--- src/rtl/mem_stage_pkg.sv ---
// Shared definitions for the memory stage: access-size encodings, byte-lane masks
// and the bus FSM state type.
package mem_stage_pkg;

  localparam logic [1:0] SIZE_B = 2'd0;
  localparam logic [1:0] SIZE_H = 2'd1;
  localparam logic [1:0] SIZE_W = 2'd2;
  localparam logic [1:0] SIZE_D = 2'd3;

  localparam logic [7:0] MASK_B = 8'h01;
  localparam logic [7:0] MASK_H = 8'h03;
  localparam logic [7:0] MASK_W = 8'h0F;
  localparam logic [7:0] MASK_D = 8'hFF;

  typedef enum logic [1:0] {
    IDLE,
    REQ,
    WAIT
  } state_t;

  function automatic logic [7:0] size_mask(input logic [1:0] size);
    logic [7:0] mask;
    case (size)
      SIZE_B:  mask = MASK_B;
      SIZE_H:  mask = MASK_H;
      SIZE_W:  mask = MASK_W;
      default: mask = MASK_D;
    endcase
    return mask;
  endfunction

  // Natural alignment: the low address bits below the access size must be zero.
  function automatic logic is_misaligned(input logic [1:0] size, input logic [2:0] offset);
    logic mis;
    case (size)
      SIZE_B:  mis = 1'b0;
      SIZE_H:  mis = offset[0];
      SIZE_W:  mis = |offset[1:0];
      default: mis = |offset;
    endcase
    return mis;
  endfunction

endpackage

--- src/rtl/mem_stage_if.sv ---
// Data-memory bus between the memory stage (master) and the data memory (slave).
interface mem_stage_if;

  logic        dmem_req_o;
  logic        dmem_we_o;
  logic [63:0] dmem_addr_o;
  logic [63:0] dmem_wdata_o;
  logic [7:0]  dmem_wstrb_o;
  logic        dmem_gnt_i;
  logic        dmem_rvalid_i;
  logic [63:0] dmem_rdata_i;

  modport master (
    output dmem_req_o,
    output dmem_we_o,
    output dmem_addr_o,
    output dmem_wdata_o,
    output dmem_wstrb_o,
    input  dmem_gnt_i,
    input  dmem_rvalid_i,
    input  dmem_rdata_i
  );

  modport slave (
    input  dmem_req_o,
    input  dmem_we_o,
    input  dmem_addr_o,
    input  dmem_wdata_o,
    input  dmem_wstrb_o,
    output dmem_gnt_i,
    output dmem_rvalid_i,
    output dmem_rdata_i
  );

endinterface

--- src/rtl/mem_stage_lsu_align.sv ---
// Byte-lane steering for the 64-bit data bus: store data/strobe placement and
// load data extraction with sign or zero extension.
module lsu_align
  import mem_stage_pkg::*;
(
  input  logic [2:0]  funct3,
  input  logic [2:0]  offset,
  input  logic [63:0] sdata,
  input  logic [63:0] rdata,
  output logic [63:0] wdata,
  output logic [7:0]  wstrb,
  output logic [63:0] load_data
);

  logic [5:0]  shamt;
  logic [63:0] shifted;

  assign shamt   = {offset, 3'b000};
  assign wdata   = sdata << shamt;
  assign wstrb   = size_mask(funct3[1:0]) << offset;
  assign shifted = rdata >> shamt;

  // funct3[2] selects the unsigned load variants.
  always_comb begin
    load_data = shifted;
    case (funct3[1:0])
      SIZE_B:  load_data = funct3[2] ? {56'b0, shifted[7:0]}
                                     : {{56{shifted[7]}}, shifted[7:0]};
      SIZE_H:  load_data = funct3[2] ? {48'b0, shifted[15:0]}
                                     : {{48{shifted[15]}}, shifted[15:0]};
      SIZE_W:  load_data = funct3[2] ? {32'b0, shifted[31:0]}
                                     : {{32{shifted[31]}}, shifted[31:0]};
      default: load_data = shifted;
    endcase
  end

endmodule

--- src/rtl/mem_stage.sv ---
// Memory pipeline stage: drives the data bus for loads/stores, stalls upstream
// until the access completes, and registers the write-back bundle.
module mem_stage
  import mem_stage_pkg::*;
(
  input  logic        clock,
  input  logic        reset,
  input  logic        load_i,
  input  logic        store_i,
  input  logic [2:0]  funct3_i,
  input  logic [63:0] sdata_i,
  input  logic [63:0] addr_i,
  input  logic        wen_i,
  input  logic [4:0]  rd_i,
  input  logic [63:0] pc_i,
  input  logic        exit_i,
  mem_stage_if.master dmem,
  output logic        wen_o,
  output logic [4:0]  rd_o,
  output logic [63:0] wdata_o,
  output logic [63:0] pc_o,
  output logic        exit_o,
  output logic        misaligned_o,
  output logic        mem_not_ready_o
);

  state_t      state, state_next;
  logic        access;
  logic        misaligned;
  logic        aligned_access;
  logic        complete;
  logic        req;
  logic [63:0] load_data;

  assign access         = load_i | store_i;
  assign misaligned     = access & is_misaligned(funct3_i[1:0], addr_i[2:0]);
  assign aligned_access = access & ~misaligned;

  lsu_align u_lsu_align (
    .funct3    (funct3_i),
    .offset    (addr_i[2:0]),
    .sdata     (sdata_i),
    .rdata     (dmem.dmem_rdata_i),
    .wdata     (dmem.dmem_wdata_o),
    .wstrb     (dmem.dmem_wstrb_o),
    .load_data (load_data)
  );

  // Address/data/strobe follow the inputs, which upstream holds while stalled.
  assign dmem.dmem_addr_o = {addr_i[63:3], 3'b000};
  assign dmem.dmem_we_o   = store_i;
  assign dmem.dmem_req_o  = req & ~reset;
  assign mem_not_ready_o  = aligned_access & ~complete;

  always_ff @(posedge clock or posedge reset) begin
    if (reset) state <= IDLE;
    else       state <= state_next;
  end

  // Stores finish on grant; loads finish only on rvalid seen in WAIT.
  always_comb begin
    state_next = state;
    req        = 1'b0;
    complete   = 1'b0;
    case (state)
      IDLE: begin
        if (aligned_access) begin
          req = 1'b1;
          if (dmem.dmem_gnt_i) begin
            if (store_i) complete   = 1'b1;
            else         state_next = WAIT;
          end else begin
            state_next = REQ;
          end
        end
      end
      REQ: begin
        req = 1'b1;
        if (dmem.dmem_gnt_i) begin
          if (store_i) begin
            complete   = 1'b1;
            state_next = IDLE;
          end else begin
            state_next = WAIT;
          end
        end
      end
      WAIT: begin
        if (dmem.dmem_rvalid_i) begin
          complete   = 1'b1;
          state_next = IDLE;
        end
      end
      default: state_next = IDLE;
    endcase
  end

  // A stall cycle inserts a bubble; rd/pc/wdata keep their old values then.
  always_ff @(posedge clock or posedge reset) begin
    if (reset) begin
      wen_o        <= 1'b0;
      rd_o         <= 5'd0;
      wdata_o      <= 64'd0;
      pc_o         <= 64'd0;
      exit_o       <= 1'b0;
      misaligned_o <= 1'b0;
    end else if (mem_not_ready_o) begin
      wen_o        <= 1'b0;
      exit_o       <= 1'b0;
      misaligned_o <= 1'b0;
    end else begin
      wen_o        <= wen_i & ~store_i & ~misaligned;
      rd_o         <= rd_i;
      wdata_o      <= load_i ? load_data : addr_i;
      pc_o         <= pc_i;
      exit_o       <= exit_i;
      misaligned_o <= misaligned;
    end
  end

endmodule

--- src/flat_wrapper.sv ---
// flat-port wrapper written by rule: the top's interface ports become plain ports
module mem_stage_flat import mem_stage_pkg::*;
  (clock, reset, load_i, store_i, funct3_i, sdata_i, addr_i, wen_i, rd_i, pc_i, exit_i, wen_o, rd_o, wdata_o, pc_o, exit_o, misaligned_o, mem_not_ready_o, dmem_dmem_req_o, dmem_dmem_we_o, dmem_dmem_addr_o, dmem_dmem_wdata_o, dmem_dmem_wstrb_o, dmem_dmem_gnt_i, dmem_dmem_rvalid_i, dmem_dmem_rdata_i);
  mem_stage_if dmem_i ();
  input  logic clock;
  input  logic reset;
  input  logic load_i;
  input  logic store_i;
  input  logic [2:0] funct3_i;
  input  logic [63:0] sdata_i;
  input  logic [63:0] addr_i;
  input  logic wen_i;
  input  logic [4:0] rd_i;
  input  logic [63:0] pc_i;
  input  logic exit_i;
  output logic wen_o;
  output logic [4:0] rd_o;
  output logic [63:0] wdata_o;
  output logic [63:0] pc_o;
  output logic exit_o;
  output logic misaligned_o;
  output logic mem_not_ready_o;
  output wire logic [$bits(dmem_i.dmem_req_o)-1:0] dmem_dmem_req_o;
  output wire logic [$bits(dmem_i.dmem_we_o)-1:0] dmem_dmem_we_o;
  output wire logic [$bits(dmem_i.dmem_addr_o)-1:0] dmem_dmem_addr_o;
  output wire logic [$bits(dmem_i.dmem_wdata_o)-1:0] dmem_dmem_wdata_o;
  output wire logic [$bits(dmem_i.dmem_wstrb_o)-1:0] dmem_dmem_wstrb_o;
  input wire logic [$bits(dmem_i.dmem_gnt_i)-1:0] dmem_dmem_gnt_i;
  input wire logic [$bits(dmem_i.dmem_rvalid_i)-1:0] dmem_dmem_rvalid_i;
  input wire logic [$bits(dmem_i.dmem_rdata_i)-1:0] dmem_dmem_rdata_i;
  assign dmem_dmem_req_o = dmem_i.dmem_req_o;
  assign dmem_dmem_we_o = dmem_i.dmem_we_o;
  assign dmem_dmem_addr_o = dmem_i.dmem_addr_o;
  assign dmem_dmem_wdata_o = dmem_i.dmem_wdata_o;
  assign dmem_dmem_wstrb_o = dmem_i.dmem_wstrb_o;
  assign dmem_i.dmem_gnt_i = dmem_dmem_gnt_i;
  assign dmem_i.dmem_rvalid_i = dmem_dmem_rvalid_i;
  assign dmem_i.dmem_rdata_i = dmem_dmem_rdata_i;
  mem_stage u_core (.clock(clock), .reset(reset), .load_i(load_i), .store_i(store_i), .funct3_i(funct3_i), .sdata_i(sdata_i), .addr_i(addr_i), .wen_i(wen_i), .rd_i(rd_i), .pc_i(pc_i), .exit_i(exit_i), .dmem(dmem_i), .wen_o(wen_o), .rd_o(rd_o), .wdata_o(wdata_o), .pc_o(pc_o), .exit_o(exit_o), .misaligned_o(misaligned_o), .mem_not_ready_o(mem_not_ready_o));
endmodule
--- config.mk ---
export PLATFORM = sky130hd
export DESIGN_NAME = mem_stage_flat
export DESIGN_NICKNAME = d
export VERILOG_FILES = /design/src/rtl/mem_stage_pkg.sv /design/src/rtl/mem_stage_if.sv /design/src/rtl/mem_stage_lsu_align.sv /design/src/rtl/mem_stage.sv /design/src/flat_wrapper.sv
export SDC_FILE = /design/constraint.sdc
export NUM_CORES = 1
export LEC_CHECK = 0
export ABC_AREA = 1
export BUFFER_PORTS_ARGS = -buffer_cell sky130_fd_sc_hd__buf_2
export CAP_MARGIN = 20
export CORE_AREA = 2 2 211 213
export DETAILED_ROUTE_END_ITERATION = 10
export DIE_AREA = 0 0 213 215
export PLACE_DENSITY = 0.58
export REMOVE_ABC_BUFFERS = 1
export SKIP_LAST_GASP = 1
export SYNTH_ARGS = -nofsm -noshare
export SYNTH_HDL_FRONTEND = slang
export SYNTH_SLANG_ARGS = --single-unit
--- constraint.sdc ---
create_clock -name clock -period 8.8 [get_ports clock]
set_input_delay 0.88 -clock clock [delete_from_list [all_inputs] [get_ports clock]]
set_output_delay 0.88 -clock clock [all_outputs]
set_load 0.01 [all_outputs]
==> run_results.csv <==
group,metric,value,unit
status,status,"finished, final reports clean",
clock_tree,cts_max_path_buffers,2,
power_and_ir_drop,p_per_area,188,mW/mm²
detailed_routing,ant_nets,0,
power_and_ir_drop,leakage,7.85,nW
cells_and_area,fin_cells,2700,
placement,dpl.cell_count,2661,
die,die-area,0.0458,mm²
detailed_routing,wl_per_cell,18.5,µm
die,die_width,213,µm
logic_synthesis,yosysWarningCount,0,
critical_path,end_kind,"output pin",
critical_path,startpoint_type,"input port",
logic_synthesis,syn_area,0.0105,mm²
die,start_util,24.2,%
logic_synthesis,async_flop_share,100,%
detailed_routing,drt_pass1_iterations,7,
cells_and_area,final_area,0.0137,mm²
sta,finalHoldViolations,0,
die,die_y,215,µm
logic_synthesis,syn_inst,1690,
global_route,grt_max_degree,80,
sta,finClkSkew,0.0185,ns
clock_tree,cts.sink_count,138,
detailed_routing,drcViolationCount,0,
global_route,grt_pass1_wl,73.9,mm
clock_tree,cts_tree,"done",
clock_tree,hold_buffers,0,
placement,place_area,0.0131,mm²
min_path,hold_depth,2,
critical_path,path_class,"in -> out",
placement,portBuffers,543,
clock_tree,clkSlewWorstSetupHoldPaths,0.06,ns
critical_path,critPathMaxFanout,69,
clock_tree,postCtsResizedCells,0,
sta,fin_crit,4.46,ns
sta,max_freq,224,MHz
global_route,grt_use_total,21.2,%
run,maxCapViolCount,0,
clock_tree,cts_setup_buffers,0,
detailed_routing,routed_wirelength,50.1,mm
clock_tree,cts-root-buf,"clkbuf_16",
placement,dp_hpwl,37.6,mm
cells_and_area,syn2layout_area_growth,29.8,%
clock_tree,worstSkewPairLatency,0.44,ns
cells_and_area,drive_above_1_share,29.3,%
logic_synthesis,synth_edf_count,0,
sta,maxSlewHeadroom,24.9,%
clock_tree,h-tree-depth,4,
min_path,hold_class,"reg -> reg",
global_route,overflow,0,
detailed_routing,drtIter0Drc,832,
placement,routabilityCongestion,0.884,
logic_synthesis,ys.flop_type,"dfrtp_1",
power_and_ir_drop,p_total,2.57,mW
logic_synthesis,ys_types,39,
sta,fin_crit_sh,50.7,%
sta,worst_pin_slew,1.12,ns
detailed_routing,num_vias,12800,
logic_synthesis,seq_area_frac_synth,32.7,%
die,num_rows,77,
detailed_routing,vias_per_cell,4.74,
critical_path,worstPathArrival,3.58,ns
sta,rsz0062_at_grt,"no",
critical_path,reg2reg_to,"u_core.wdata_o[62]$_DFFE_PP0N_",
power_and_ir_drop,vdd_ir_drop_max,108,µV
logic_synthesis,ys_ff_latch,138,
sta,slew_viol_final,0,
sta,setup_viol,0,
die,fp.coreArea,0.0436,mm²
min_path,min-delay-start,"u_core.pc_o[61]$_DFFE_PP0N_",
critical_path,rrSetupSlack,5.13,ns
cells_and_area,fin_nets,2360,
clock_tree,cts_made_buffers,17,
die,io_pins,547,
sta,totalNegativeSetupSlack,0,ns
min_path,holdPathEnd,"u_core.pc_o[61]$_DFFE_PP0N_",
critical_path,worstRegToRegCells,9,
global_route,antenna_found_initial,17,
critical_path,crit-reg2reg-launch,"u_core.state[0]$_DFFE_PP0P_",
global_route,grt_pass1_vias,12400,
logic_synthesis,syn_area_per_cell,6.24,µm²
critical_path,required,7.92,ns
==> flip-flops by register name, summed over array words and instances (netlist names) <==
name,flops
u_core.misaligned_o,1
u_core.wdata_o,64
u_core.exit_o,1
u_core.pc_o,64
u_core.state,2
u_core.rd_o,5
u_core.wen_o,1
==> logic make-up (layout without fill, tap and decap cells) <==
kind of cell           Yosys count  in the layout  synth area share (%)
other                            1             11                0.0356
flip-flops                     138            138                  32.7
AND/OR/NAND/NOR               1007           1007                  39.3
AO/OA/AOI/OAI                  216            216                  11.1
multiplexers                    24             24                  2.28
buffers and inverters          304            712                  14.5
==> cell usage after synthesis (3+ instances only) <==
master,instances,share of area [%]
a21oi_1,16,0.76
a31oi_1,9,0.53
buf_1,16,0.57
buf_2,58,2.8
buf_4,74,5.3
buf_6,5,0.53
clkbuf_1,24,0.85
clkbuf_2,3,0.14
clkinv_1,3,0.11
dfrtp_1,138,33
inv_1,117,4.2
inv_2,4,0.14
mux2i_1,24,2.3
nand2_1,727,26
nand3_1,153,7.3
nand4_1,35,2.1
nor2_1,66,2.3
nor3_1,3,0.14
o211ai_1,14,1.0
o21ai_0,146,6.9
o21ai_1,13,0.62
o21bai_1,3,0.21
o22ai_1,7,0.42
or2_2,13,0.77
==> layout make-up <==
cell class	count	area (µm²)
fill	4961	29900
timing repair buffer	557	2840
sequential	138	3450
clock buffer	18	429
inverter	124	475
antenna	8	20.0
tap	592	741
multi-input combinational	1250	5570
clock inverter	13	168
==> worst max path at each step <==
stage / to / from / cells after the start
2_1_floorplan: mem_not_ready_o / addr_i[2] / 5
3_3_place_gp: u_core.wdata_o[57]$_DFFE_PP0N_ / addr_i[0] / 11
3_5_place_dp: u_core.wdata_o[45]$_DFFE_PP0N_ / addr_i[0] / 11
4_1_cts: u_core.wdata_o[45]$_DFFE_PP0N_ / addr_i[0] / 11
5_1_grt: u_core.wdata_o[29]$_DFFE_PP0N_ / addr_i[0] / 11
6_report: dmem_dmem_wdata_o[48] / addr_i[1] / 9
==> placed cells by master, fill, tap and decap left out, types with 16 or more instances in the layout <==
cell type  instances
buf_2            540
mux2i_1           24
nand3_1          153
buf_4             16
a21oi_1           16
nand2_1          726
nand4_1           35
o21ai_0          146
dfrtp_1          138
clkbuf_16         17
inv_1            115
nor2_1            66
==> report_power, final <==
part,switching [mW],internal (mW)
Combinational,0.618,0.335
Clock,0.306,0.447
Sequential,0.0817,0.782
==> per-stage QoR <==
| stage | hold slack [ns] | util (%) | setup WS [ns] |
|---|---|---|---|
| global placement | 0.451 | 29.9 | 4.04 |
| detailed placement | 0.453 | 30.0 | 3.89 |
| global route | 0.489 | 31.4 | 4.06 |
| floorplan | 0.509 | - | 3.31 |
| finish | 0.463 | 31.4 | 4.34 |
| CTS | 0.469 | 31.3 | 4.34 |
==> routing by layer <==
metal  track usage, %  share of wire [%]
met1             25.3                 40
met2             37.6                 50
met3             4.62                7.7
met4             6.55                2.1
met5                0               0.16
==> worst max-delay path: stages <==
cell and delay [ns]:
buf_4 0.33, inv_4 0.33, buf_4 0.43, nor2_2 0.41, inv_1 0.26, o22ai_1 0.21
inv_1 0.08, o21ai_0 0.37, buf_2 0.22
No activity file was read; power rests on OpenSTA's default activity.
